--- src/rtl/bram_stream_reader.sv ---
// Reads LEN consecutive words from a 1-cycle-latency BRAM starting at BASE_ADDR
// and streams them out through a 2-entry FIFO with valid/accept handshake.
module bram_stream_reader #(
  parameter int DATA_WIDTH = 32,
  parameter int ADDR_WIDTH = 10
) (
  input  logic                  ACLK,
  input  logic                  ARESET,
  input  logic                  START,
  input  logic [ADDR_WIDTH-1:0] BASE_ADDR,
  input  logic [ADDR_WIDTH:0]   LEN,
  output logic                  BUSY,
  output logic                  DONE,
  output logic                  BRAM_EN,
  output logic [ADDR_WIDTH-1:0] BRAM_ADDR,
  input  logic [DATA_WIDTH-1:0] BRAM_DOUT,
  output logic [DATA_WIDTH-1:0] DOUT_DATA,
  output logic                  DOUT_VALID,
  output logic                  DOUT_TLAST,
  input  logic                  DOUT_ACCEP
);

  typedef enum logic [1:0] {
    IDLE = 2'd0,
    RUN  = 2'd1,
    ZERO = 2'd2,
    FIN  = 2'd3
  } state_t;

  state_t                state;
  logic [ADDR_WIDTH-1:0] base;
  logic [ADDR_WIDTH:0]   len;
  logic [ADDR_WIDTH:0]   issued;
  logic [ADDR_WIDTH:0]   received;
  logic [ADDR_WIDTH:0]   accepted;
  logic                  inflight;

  logic [DATA_WIDTH-1:0] data_mem [2];
  logic                  last_mem [2];
  logic                  wr_ptr;
  logic                  rd_ptr;
  logic [1:0]            fifo_count;

  logic                  pop;
  logic                  push;
  logic                  issue;
  logic [2:0]            occupancy;

  // Words already stored or still coming back from the BRAM, after this cycle's pop.
  assign occupancy = {1'b0, fifo_count} + {2'b00, inflight} - {2'b00, pop};
  assign pop       = DOUT_VALID && DOUT_ACCEP;
  assign push      = inflight;
  assign issue     = (state == RUN) && (issued < len) && (occupancy < 3'd2);

  assign BRAM_EN    = issue;
  assign BRAM_ADDR  = base + issued[ADDR_WIDTH-1:0];
  assign DOUT_VALID = (fifo_count != 2'd0);
  assign DOUT_DATA  = data_mem[rd_ptr];
  assign DOUT_TLAST = DOUT_VALID && last_mem[rd_ptr];

  always_ff @(posedge ACLK) begin
    if (ARESET) begin
      state    <= IDLE;
      BUSY     <= 1'b0;
      DONE     <= 1'b0;
      base     <= '0;
      len      <= '0;
      issued   <= '0;
      received <= '0;
      accepted <= '0;
    end else begin
      DONE <= 1'b0;
      case (state)
        IDLE: begin
          if (START) begin
            if (LEN != '0) begin
              base     <= BASE_ADDR;
              len      <= LEN;
              issued   <= '0;
              received <= '0;
              accepted <= '0;
              BUSY     <= 1'b1;
              state    <= RUN;
            end else begin
              DONE  <= 1'b1;
              state <= ZERO;
            end
          end
        end
        RUN: begin
          if (issue) issued <= issued + 1'b1;
          if (push) received <= received + 1'b1;
          if (pop) begin
            accepted <= accepted + 1'b1;
            if (accepted == len - 1'b1) begin
              BUSY  <= 1'b0;
              DONE  <= 1'b1;
              state <= FIN;
            end
          end
        end
        ZERO:    state <= IDLE;
        FIN:     state <= IDLE;
        default: state <= IDLE;
      endcase
    end
  end

  // The last flag travels with each word so TLAST needs no compare on the output side.
  always_ff @(posedge ACLK) begin
    if (ARESET) begin
      inflight    <= 1'b0;
      wr_ptr      <= 1'b0;
      rd_ptr      <= 1'b0;
      fifo_count  <= 2'd0;
      data_mem[0] <= '0;
      data_mem[1] <= '0;
      last_mem[0] <= 1'b0;
      last_mem[1] <= 1'b0;
    end else begin
      inflight <= issue;
      if (push) begin
        data_mem[wr_ptr] <= BRAM_DOUT;
        last_mem[wr_ptr] <= (received == len - 1'b1);
        wr_ptr           <= ~wr_ptr;
      end
      if (pop) rd_ptr <= ~rd_ptr;
      case ({push, pop})
        2'b10:   fifo_count <= fifo_count + 2'd1;
        2'b01:   fifo_count <= fifo_count - 2'd1;
        default: fifo_count <= fifo_count;
      endcase
    end
  end

endmodule

--- config.mk ---
export PLATFORM = sky130hd
export DESIGN_NAME = bram_stream_reader
export DESIGN_NICKNAME = d
export VERILOG_FILES = /design/src/rtl/bram_stream_reader.sv
export SDC_FILE = /design/constraint.sdc
export NUM_CORES = 1
export LEC_CHECK = 0
export CAP_MARGIN = 25
export CORE_ASPECT_RATIO = 0.75
export CORE_MARGIN = 2
export CORE_UTILIZATION = 32
export DETAILED_ROUTE_END_ITERATION = 8
export PLACE_DENSITY = 0.62
export SYNTH_ARGS = -nofsm -noshare
export SYNTH_HDL_FRONTEND = slang
export SYNTH_SLANG_ARGS = --single-unit
--- constraint.sdc ---
create_clock -name ACLK -period 6.6 [get_ports ACLK]
set_clock_uncertainty 0.1 [all_clocks]
set_input_delay 1.32 -clock ACLK [delete_from_list [all_inputs] [get_ports ACLK]]
set_output_delay 1.32 -clock ACLK [all_outputs]
set_load 0.01 [all_outputs]
After elaboration in Yosys (flattened, before gate mapping) --
Memory sizes are Yosys's and may differ from the RTL's. A register that Yosys moved wholly into a read port is not among the register bits. Index checks and enable logic that the tools add are counted. Widths: inputs -> output; s select.
Storage, ports and cells: memory bits (writable) 66, output and inout port bits 47, logic and storage cells 97, register bits after elaboration 63, memories 2, bits of input ports 57
Operators by class: $add $sub $neg 9, bitwise operators 2, eq/ne operators 13, reduce and logical (&&, ||, !) cells 18, $lt $le $gt $ge 2, mux-type cells 39
Memory list:
- data_mem | words 2, bits a word 32, rd ports 1, clocked after memory_dff 1, wr ports 2, line 38 | logic [DATA_WIDTH-1:0] data_mem [2];
- last_mem | words 2, bits a word 1, rd ports 1, clocked after memory_dff 1, wr ports 2, line 39 | logic last_mem [2];
Operator list (number):
- $pmux 11 s2 | 3
- $mux 11 | 5
- $add 11x1->11 const B | 3
- $mux 32 | 1
- $reduce_or 32->1 | 1
- $eq 11x11->1 | 2
- $mux 1 | 22
- $reduce_and 4->1 | 3
- $lt 11x11->1 | 1
- $reduce_bool 11->1 | 1
- $sub 11x1->11 const B | 1
- $add 10x10->10 | 1
- $ne 2x2->1 const B | 5
- $mux 2 | 4
- $eq 2x2->1 const B | 3
- $pmux 2 s3 | 1
- $reduce_and 3->1 | 2
- $reduce_bool 2->1 | 3
- $reduce_and 5->1 | 1
- $eq 2x1->1 const B | 2
- $logic_and 1x1->1 | 4
- $pmux 1 s2 | 2
- $pmux 2 s2 | 1
- $add 2x1->3 | 1
- other kinds (9) | 10

Longest topological paths before layout --
depth after elaboration 7, mapped depth 10, mapped depth without buffers 10

Worst setup path before layout --
No wires, ideal clock.
path kind input -> output, start in DOUT_ACCEP, end out BRAM_EN, cell stages on the path 8, path buffers 0, arrival time 3.026 ns, slack 2.154 ns, data required time 5.180 ns, path through o21a_1 -> ha_1 -> nor2_1 -> fa_1 -> a2111oi_0 -> o211a_1 -> o31ai_1 -> inv_1
Between the ends: cells in the longest elaborated chain, start to end 4
RTL lines:
- from (decl) | line 20 | input logic DOUT_ACCEP
- $logic_and 1x1->1 | line 51 | assign pop = DOUT_VALID && DOUT_ACCEP;
- $sub 3x1->3 | line 50 | assign occupancy = {1'b0, fifo_count} + {2'b00, inflight} - {2'b00, pop};
- $lt 3x2->1 | line 53 | assign issue = (state == RUN) && (issued < len) && (occupancy < 3'd2);
- $logic_and 1x1->1 | line 53
- to (decl) | line 14 | output logic BRAM_EN,
Every way passes these cells.

Worst setup path after layout --
start in DOUT_ACCEP, end out BRAM_EN
Between the ends: cells in the longest elaborated chain, start to end 4
RTL lines:
- $logic_and 1x1->1 | line 51
- named net pop | line 44 | logic pop;
- $sub 3x1->3 | line 50
- $lt 3x2->1 | line 53
- $logic_and 1x1->1 | line 53
The timed path passes the listed nets, and every way through them passes these cells.

==> metrics.csv <==
stage;metric;value;unit
status;status;complete, no violations;
synthesis;async_flop_share;0;%
worst_setup_path;worstPathMaxFanout;6;
placed_design;post-place-cells;1048;
cts;cts-buffers-inserted;17;
timing;setup_viol;0;
drt;vias;5216;
cts;cts_tree;done;
worst_setup_path;critical_path_class;in2out;
synthesis;netlist_instances;684;
timing;min_period_over_period;85.5;%
synthesis;ys_seq_elements;130;
drt;routedWlPerCell;15.4;µm
final_layout;post_layout_nonfiller_instances;1080;
timing;worst_pin_slew;0.803;ns
global_routing;antenna_found_initial;0;
power;p_per_area;273;nW/µm²
timing;relSlewSlack;46.0;%
placed_design;dpl.hpwl;11400;µm
power;intPower;1.69;mW
synthesis;synth_area_leaders;edfxtp_1 (29%), dfxtp_1 (19%), and2_1 (6.1%);
cts;cts_resized;0;
final_layout;register_area;3260;µm²
cts;hold_buffers;0;
timing;slew_violations;0;
cts;htreeDepth;4;
synthesis;synth_area_leader_cell;edfxtp_1;
power;power_frac_seq;39.0;%
floorplanning;ioPinCount;104;
placed_design;place_congestion;0.803;
synthesis;synth-seq-area-share;47.2;%
floorplanning;initial_core_util;32.7;%
worst_setup_path;cp_data_arrival_time;4.22;ns
final_layout;area_delta_synth_final;27.9;%
drt;wl_met3;1070;µm
power;pwr-share-comb;22.3;%
run;drv_cap;0;
cts;cts.clk_slew.worst_paths;0.06;ns
cts;cts.sinks;130;
floorplanning;chipHeight;131;µm
final_layout;diodes;0;
cts;post_cts_buffers;0;
drt;top_layer;met4;
final_layout;fill_cells;2073;
floorplanning;dieArea;22800;µm²
timing;fmax;177;MHz
cts;clkLatencyLatePin;0.42;ns
cts;cts_root_buf;clkbuf_16;
synthesis;yosysMostFrequentCell;nand2_1;
hold_path;hold_path_class;reg2reg;
global_routing;grt_pass1_wl;27400;µm
floorplanning;core-area;21200;µm²
global_routing;grt_pass1_vias;5054;
synthesis;synth_ff_type;edfxtp_1;
final_layout;drive_above_1_share;11.1;%
power;clkPwrFrac;38.7;%
synthesis;yosys.cell_types.count;65;
worst_setup_path;endpoint_kind;output port;
power;p_sw_share;29.9;%
drt;wl_met2;6740;µm
drt;first_pass_iters;5;
worst_setup_path;worstPathRequired;5.18;ns
drt;drt-met1-wl;8640;µm
synthesis;synthesis.area;6920;µm²
timing;fin_crit;5.64;ns
synthesis;synth_top_area_share;28.6;%
timing;setup-tns-final;0;ns
synthesis;avgSynthCellArea;10.1;µm²
synthesis;synth_nets;768;
cts;clock_path_buffers;2;
final_layout;multi_input_area;3430;µm²
floorplanning;die_x;174;µm
power;p_leak;3.32;nW
drt;drt_iter0_drc;354;
synthesis;synth_edf_count;66;
power;ir_drop;0.165;mV
timing;rsz0062_at_grt;no;
global_routing;grt_overflow_total;0;
global_routing;grt.total_usage;15.3;%
timing;hold_viol;0;
synthesis;synth_common_cells;nand2_1 (74), and2_1 (68), edfxtp_1 (66);
drt;wl;16700;µm
power;p_switching;0.722;mW
final_layout;fin_nets;863;
drt;postRouteAntennaNets;0;
worst_setup_path;start_kind;primary input;
global_routing;grt_max_degree;45;
drt;via_per_inst;4.83;
placed_design;port_buffers;103;
floorplanning;rows;46;
drt;drcViolationCount;0;
synthesis;ys.warnings.count;0;
==> final cells by class <==
type                    instances  share of cell area, %
clock buffers                  17                   4.81
clock inverters                15                   1.74
inverters                      29                   1.23
multi-input cells             488                   38.8
flip-flops and latches        130                   36.9
well taps                     288                   4.07
repair buffers                113                   12.5
==> critical path: stages <==
cell and delay [ns]:
clkdlybuf4s50_1 0.46, o21a_1 0.26, ha_1 0.28, nor2_1 0.11, fa_1 0.43, a2111oi_0 0.36
o211a_1 0.23, o31ai_2 0.07, inv_1 0.13, clkdlybuf4s50_1 0.56
==> metrics by stage <==
stage	total power, mW	hold WS, ns	area, µm²	utilization, %	setup slack, ns
6_report	2.42	0.364	8850	41.8	0.958
5_1_grt	2.53	0.389	8850	41.8	0.716
4_1_cts	2.44	0.366	8850	41.8	0.930
3_5_place_dp	1.50	0.356	8270	39.0	0.949
3_3_place_gp	1.50	0.349	8270	39.0	0.946
2_1_floorplan	1.26	0.341	6920	-	2.15
==> power groups by stage <==
| stage | Sequential [mW] | Combinational (mW) | Clock [mW] |
|---|---|---|---|
| 2_1_floorplan | 0.948 | 0.313 | 0 |
| 5_1_grt | 0.950 | 0.586 | 0.997 |
| 3_5_place_dp | 0.960 | 0.540 | 0 |
| 4_1_cts | 0.943 | 0.544 | 0.952 |
| 6_report | 0.942 | 0.538 | 0.935 |
| 3_3_place_gp | 0.959 | 0.539 | 0 |
==> final timing paths <==
path                            slack [ns]   endpoint  cells after the start     startpoint
worst min register to register        0.36    base[0]                      2        base[0]
worst min-delay path                  0.36    base[0]                      2        base[0]
worst max-delay path                  0.96    BRAM_EN                     10     DOUT_ACCEP
worst max register to register        3.58  issued[7]                     10  fifo_count[1]
==> registers in the layout, summed over array words and instances (netlist names), 2 cells and up, named ones only <==
signal,cells
issued,11
fifo_count,2
data_mem,64
accepted,11
received,11
base,10
last_mem,2
len,11
state,2
==> layer usage <==
metal	up-vias	GRT usage, %
met2	155	21.2
met1	2432	22.6
li1	2613	-
met3	16	4.40
met4	0	4.81
met5	-	0
==> kinds of logic (layout without fill, tap and decap cells) <==
group	Yosys count	in the layout	share of synthesized area, %
AOI/OAI and AO/OA	111	111	11.2
xor gates and xnor gates	53	53	7.11
adders and majority gates	27	27	5.10
buffers and inverters	66	174	3.82
DFF	130	130	47.2
muxes	35	35	5.64
and+or+nand+nor	262	262	20.0
==> cells in the final DEF, fill, tap and decap left out, types with 3 or more instances in the layout <==
| cell | synthesis | layout |
|---|---|---|
| a2111o_1 | 9 | 9 |
| a211oi_1 | 3 | 3 |
| a21o_1 | 4 | 4 |
| a21oi_1 | 43 | 43 |
| and2_1 | 68 | 68 |
| and3_1 | 11 | 11 |
| buf_4 | 0 | 10 |
| clkbuf_16 | 0 | 17 |
| clkdlybuf4s50_1 | 0 | 103 |
| dfxtp_1 | 64 | 64 |
| edfxtp_1 | 66 | 66 |
| ha_1 | 25 | 25 |
| inv_1 | 28 | 28 |
| inv_6 | 0 | 5 |
| inv_8 | 0 | 7 |
| mux2_2 | 32 | 32 |
| mux2i_1 | 3 | 3 |
| nand2_1 | 74 | 74 |
| nand2b_1 | 4 | 4 |
| nand3_1 | 14 | 14 |
| nand4_1 | 10 | 10 |
| nor2_1 | 38 | 38 |
| nor2b_1 | 7 | 7 |
| nor3_1 | 9 | 7 |
| nor3_2 | 1 | 3 |
| nor4_1 | 6 | 6 |
| o2111ai_1 | 8 | 8 |
| o21ai_0 | 16 | 14 |
| or3_1 | 6 | 6 |
| xnor2_1 | 33 | 33 |
| xor2_1 | 18 | 18 |
No activity file was read; power rests on OpenSTA's default activity.
